<file path="config.mk">
export PLATFORM = sky130hd
export DESIGN_NAME = isqrt_reconstruct
export DESIGN_NICKNAME = d
export VERILOG_FILES = /design/src/rtl/isqrt_reconstruct.sv
export SDC_FILE = /design/constraint.sdc
export NUM_CORES = 1
export LEC_CHECK = 0
export ABC_CLOCK_PERIOD_IN_PS = 2900
export CAP_MARGIN = 40
export CORE_MARGIN = 10
export CORE_UTILIZATION = 50
export DETAILED_ROUTE_END_ITERATION = 16
export PLACE_DENSITY = 0.81
export SLEW_MARGIN = 20
export SYNTH_ARGS = -nofsm -noshare
export SYNTH_HDL_FRONTEND = slang
export SYNTH_SLANG_ARGS = --single-unit
export TNS_END_PERCENT = 50
</file>
<file path="constraint.sdc">
create_clock -name clk -period 2.9 [get_ports clk]
set_clock_uncertainty 0.05 [all_clocks]
set_input_delay 0.87 -clock clk [delete_from_list [all_inputs] [get_ports clk]]
set_output_delay 0.87 -clock clk [all_outputs]
set_load 0.005 [all_outputs]
</file>
<file path="src/rtl/isqrt_reconstruct.sv">
// ---------------------------------------------------------------------------
// isqrt_reconstruct
//
// Rebuilds the radicand N = R*R + M from a square-root result (root R and
// remainder M) so that the output of the digit-by-digit square-root engine
// can be checked against its original operand. R*R is formed by an 8-step
// shift-add multiplier, then M is added in one extra step. The err flag is
// raised when M > 2R (no valid square root leaves such a remainder) or when
// the final sum overflows 16 bits.
//
// Ports:
//   clk      in   1   rising-edge clock
//   rst_n    in   1   asynchronous active-low reset
//   start    in   1   request, sampled only while idle
//   root_in  in   8   root R, captured when start is accepted
//   rem_in   in   9   remainder M, captured when start is accepted
//   busy     out  1   high whenever an operation is in progress
//   done     out  1   one-cycle pulse, result/err valid in that cycle
//   result   out 16   N = R*R + M modulo 2^16, held until the next start
//   err      out  1   invalid remainder or sum carry-out, held with result
// ---------------------------------------------------------------------------
module isqrt_reconstruct (
   input  logic        clk,
   input  logic        rst_n,
   input  logic        start,
   input  logic [7:0]  root_in,
   input  logic [8:0]  rem_in,
   output logic        busy,
   output logic        done,
   output logic [15:0] result,
   output logic        err
);

   typedef enum logic [1:0] {
      IDLE = 2'd0,
      MUL  = 2'd1,
      ADD  = 2'd2,
      DONE = 2'd3
   } state_t;

   state_t      state_q,  state_d;
   logic [7:0]  r_q,      r_d;
   logic [8:0]  m_q,      m_d;
   logic [15:0] acc_q,    acc_d;
   logic [2:0]  cnt_q,    cnt_d;
   logic        inv_q,    inv_d;
   logic [15:0] result_q, result_d;
   logic        err_q,    err_d;
   logic        done_q,   done_d;
   logic        busy_q,   busy_d;

   logic [15:0] partial;
   logic [16:0] sum;

   // Next-state and datapath logic. The multiplier walks the root bits from
   // LSB to MSB, adding the root shifted by the bit position whenever that
   // bit is set; 255*255 fits in 16 bits so the accumulator never overflows.
   // The invalid-remainder test is done once at acceptance and folded into
   // err together with the carry of the final addition. busy and done are
   // computed from the next state so both leave the block as plain flops.
   always_comb begin
      state_d  = state_q;
      r_d      = r_q;
      m_d      = m_q;
      acc_d    = acc_q;
      cnt_d    = cnt_q;
      inv_d    = inv_q;
      result_d = result_q;
      err_d    = err_q;
      partial  = {8'd0, r_q} << cnt_q;
      sum      = {1'b0, acc_q} + {8'd0, m_q};

      case (state_q)
         IDLE: begin
            if (start) begin
               r_d     = root_in;
               m_d     = rem_in;
               acc_d   = 16'd0;
               cnt_d   = 3'd0;
               inv_d   = (rem_in > {root_in, 1'b0});
               state_d = MUL;
            end
         end
         MUL: begin
            if (r_q[cnt_q]) begin
               acc_d = acc_q + partial;
            end
            cnt_d = cnt_q + 3'd1;
            if (cnt_q == 3'd7) begin
               state_d = ADD;
            end
         end
         ADD: begin
            result_d = sum[15:0];
            err_d    = inv_q | sum[16];
            state_d  = DONE;
         end
         DONE: begin
            state_d = IDLE;
         end
         default: begin
            state_d = IDLE;
         end
      endcase

      busy_d = (state_d != IDLE);
      done_d = (state_d == DONE);
   end

   // All state lives in this one register bank; reset clears everything,
   // which also abandons any operation that was in flight.
   always_ff @(posedge clk or negedge rst_n) begin
      if (!rst_n) begin
         state_q  <= IDLE;
         r_q      <= 8'd0;
         m_q      <= 9'd0;
         acc_q    <= 16'd0;
         cnt_q    <= 3'd0;
         inv_q    <= 1'b0;
         result_q <= 16'd0;
         err_q    <= 1'b0;
         done_q   <= 1'b0;
         busy_q   <= 1'b0;
      end else begin
         state_q  <= state_d;
         r_q      <= r_d;
         m_q      <= m_d;
         acc_q    <= acc_d;
         cnt_q    <= cnt_d;
         inv_q    <= inv_d;
         result_q <= result_d;
         err_q    <= err_d;
         done_q   <= done_d;
         busy_q   <= busy_d;
      end
   end

   assign busy   = busy_q;
   assign done   = done_q;
   assign result = result_q;
   assign err    = err_q;

endmodule
</file>
==> flow_summary_export.csv <==
group,metric,value,unit
outcome,outcome,"finished, final reports clean",
routing,met3_length,633,um
die,die_area,12000,sq um
placed_design,place.gp.congestion,0.897,
pwr,power.ir.vdd_worst,441,uV
routing,number_of_nets_with_antenna_violations_after_detailed_routing,0,
critical_path,critical_path.startpoint,"cnt_q[1]",
clocking,post_cts_resize_count,0,
clocking,numCtsBuffers,9,
clocking,clk_pin_slew,0.07,ns
clocking,cts_tree,"built",
pwr,power_leakage,0.00219,uW
die,die_x,110,um
final_layout,final_layout_size_suffix_gt1_share,13.6,%
timing,post-route-period-util,97.3,%
placed_design,port_buffers,38,
final_layout,post-route-cell-area,4780,sq um
final_layout,finalNetCount,529,
synth,synth.lib_cells_used.distinct,50,
synth,postSynthAreaPerCell,9.26,sq um
synth,cell_type_contributing_the_most_total_cell_area_after_synthesis,"sky130_fd_sc_hd__dfrtp_1",
timing,drv_slew,0,
clocking,cts.sink_count,58,
critical_path,regToRegEndpoint,"acc_q[14]",
synth,synth.cell_area,4010,sq um
synth,proportion_of_synthesized_chip_area_in_sequential_cells,36.2,%
synth,synthMostInstantiatedCell,"sky130_fd_sc_hd__dfrtp_1",
final_layout,area.sequential,1450,sq um
die,starting_density_of_the_core,51.6,%
synth,synth_flop_cell,"sky130_fd_sc_hd__dfrtp_1",
routing,drt-met1-wl,4330,um
final_layout,layout-area-overhead-vs-synth,19.2,%
critical_path,crit_path_top_delay_cell,"sky130_fd_sc_hd__dfrtp_1",
clocking,htree_levels,3,
die,fp.dieH,110,um
critical_path,crit_path_start_kind,"flop",
final_layout,finish.cell_count_without_fillers,580,
routing,vias,3399,
critical_path,cp_data_required_time,3.10,ns
synth,cell_types_with_the_largest_area_share_after_synthesis,"sky130_fd_sc_hd__dfrtp_1 36%, sky130_fd_sc_hd__ha_1 11%, sky130_fd_sc_hd__o21ai_0 5.4%",
die,core.rowCount,32,
global_routing,track_usage,16.9,%
critical_path,crit_arrival,3.03,ns
global_routing,grt_start_max_net_pins,59,
clocking,cts.path.max_buffers,2,
flow_run,max_cap_violations,0,
routing,detail_route.first_pass.iterations,5,
critical_path,worst_r2r_path_depth,10,
timing,fin_crit,2.82,ns
routing,wl_met2,4470,um
min_path,hold_path_class,"flop to flop",
clocking,hold_buffer_count_at_cts,0,
routing,drt_drc,0,
final_layout,multi_input_combinational_cell_area,2420,sq um
timing,worstMarginPinSlew,0.710,ns
synth,async_flop_share,100,%
routing,highest_metal_used,"met4",
timing,max_freq,354,MHz
critical_path,timing.critical_path.slowest_cell_delay,0.45,ns
critical_path,rr_startpoint,"cnt_q[1]",
placed_design,placedCellCount,564,
routing,routed_via_density,5.86,
final_layout,final.fill_count,635,
global_routing,globalRoute.totalOverflow,0,
synth,netlist_top_cells_count,"58 x sky130_fd_sc_hd__dfrtp_1, 55 x sky130_fd_sc_hd__nand2_1, 43 x sky130_fd_sc_hd__o21ai_0",
timing,timing.hold.ws,0.428,ns
critical_path,reg2reg_slack,0.08,ns
timing,grt_setup_unrepaired,"yes",
timing,finalHoldViolations,0,
routing,drt_first_iter_violations,273,
placed_design,detailedPlacementHpwl,7270,um
critical_path,logic_depth_of_the_worst_setup_path_including_buffers,10,
placed_design,dp_slack,0.0903,ns
die,io_pins,39,
routing,wl_per_cell,16.8,um
synth,postSynthNetCount,489,
timing,final-setup-viol-count,0,
clocking,worstSkewPairLatency,0.34,ns
final_layout,antenna_cells,0,
critical_path,cpLargestDelayFamily,"compound AO/OA/AOI/OAI gates",
synth,synth_enable_flop_cells,0,
critical_path,critPathCapture,"acc_q[14]",
synth,synthDominantCellAreaShare,36.2,%
global_routing,first_pass_grt_wire_length,16200,um
synth,synth.ff_latch_count,58,
pwr,power_per_cell_area,1230,nW/um^2
clocking,ctsRootBufferMaster,"sky130_fd_sc_hd__clkbuf_8",
synth,synth_cells,433,
timing,final.setup.worst_slack,0.0769,ns
global_routing,number_of_antenna_violations_at_the_first_check_in_global_routing,0,
critical_path,crit_chain,"mux2_2 -> o21ai_0 -> mux2i_1 -> ha_1 -> a21oi_2 -> nand2_1 -> o211ai_1 -> a211oi_2 -> o21a_1 -> o31ai_1",
global_routing,grt_pass1_vias,3277,
die,placeable_core_region,7770,sq um
placed_design,placedInstanceArea,4500,sq um
timing,worst_slew_margin_rel,52.7,%
routing,drt_wl_total,9730,um
critical_path,crit_fanout,5,
critical_path,path_class,"flop to flop",
critical_path,worst-path-buf-inv,0,
timing,finalSetupTns,0,ns
clocking,cts_setup_buffers,0,
critical_path,worstSetupEndpointType,"flop",
synth,synth-warning-count,0,
-- report_power, final --
group / internal, uW / switching, uW / leakage (uW) / total [uW]
sequential: 1160 / 342 / 0.000703 / 1500
clock: 619 / 347 / 0.000123 / 965
combinational: 1550 / 1850 / 0.00137 / 3400
total: 3320 / 2540 / 0.00219 / 5870
-- kinds of logic after synthesis --
kind of cell / synth area share (%)
xor gates and xnor gates: 5.02
DFF: 36.2
and+or+nand+nor: 15.4
AOI/OAI and AO/OA: 19.8
adders and majority gates: 11.6
muxes: 7.67
buffers and inverters: 4.34
-- flip-flops by register name, indices dropped and copies added, names as in the netlist --
register / count
acc_q: 16
result: 16
m_q: 9
r_q: 8
cnt_q: 3
state_q: 2
busy: 1
done: 1
err: 1
inv_q: 1
-- layout by cell type, fill, tap and decap left out, drive strengths merged, types with 5 or more instances in the layout --
cell,Yosys,routed
a21o,10,10
xnor2,12,12
inv,17,17
xor2,11,11
ha,34,34
a21oi,27,27
o211ai,5,5
a211oi,5,5
nand2b,7,7
clkdlybuf4s50,0,37
dfrtp,58,58
buf,9,10
nand4,6,6
clkbuf,9,12
nand2,56,56
nand3,22,22
nor2,19,19
o21ai,49,49
mux2i,9,9
a31oi,7,7
mux2,15,15
o22ai,5,5
-- final cells by class --
class / instances / share of cell area, %
inverters: 17 / 1.33
multi-input cells: 340 / 50.6
repair buffers: 47 / 9.79
well taps: 102 / 2.67
clock buffers: 12 / 3.25
clock inverters: 4 / 2.04
flip-flops and latches: 58 / 30.4
-- routing by layer --
layer | track usage [%] | up-vias
met5 | 0 | -
met2 | 26.2 | 122
met4 | 7.99 | 0
li1 | - | 1654
met1 | 22.1 | 1597
met3 | 3.69 | 26
-- worst min-delay path by stage --
stage | startpoint | to | slack (ns) | cells after the start
after floorplan | inv_q | inv_q | 0.40 | 2
after global placement | result[1] | result[1] | 0.41 | 2
after detailed placement | result[0] | result[0] | 0.42 | 2
after CTS | result[6] | result[6] | 0.43 | 2
after global routing | result[5] | result[5] | 0.45 | 2
final | result[5] | result[5] | 0.43 | 2
-- through the flow --
step                utilization [%]  total power [uW]
finish                         61.5              5870
global route                   61.5              6350
CTS                            61.1              5770
detailed placement             57.9              4770
global placement               57.9              4650
floorplan                         -              3950
-- worst min-delay path, stage by stage (launching register included) --
cell                      delay, ns
sky130_fd_sc_hd__dfrtp_1       0.34
sky130_fd_sc_hd__nand2_1       0.04
sky130_fd_sc_hd__o21ai_0       0.06
(Power assumes the default switching activity.)
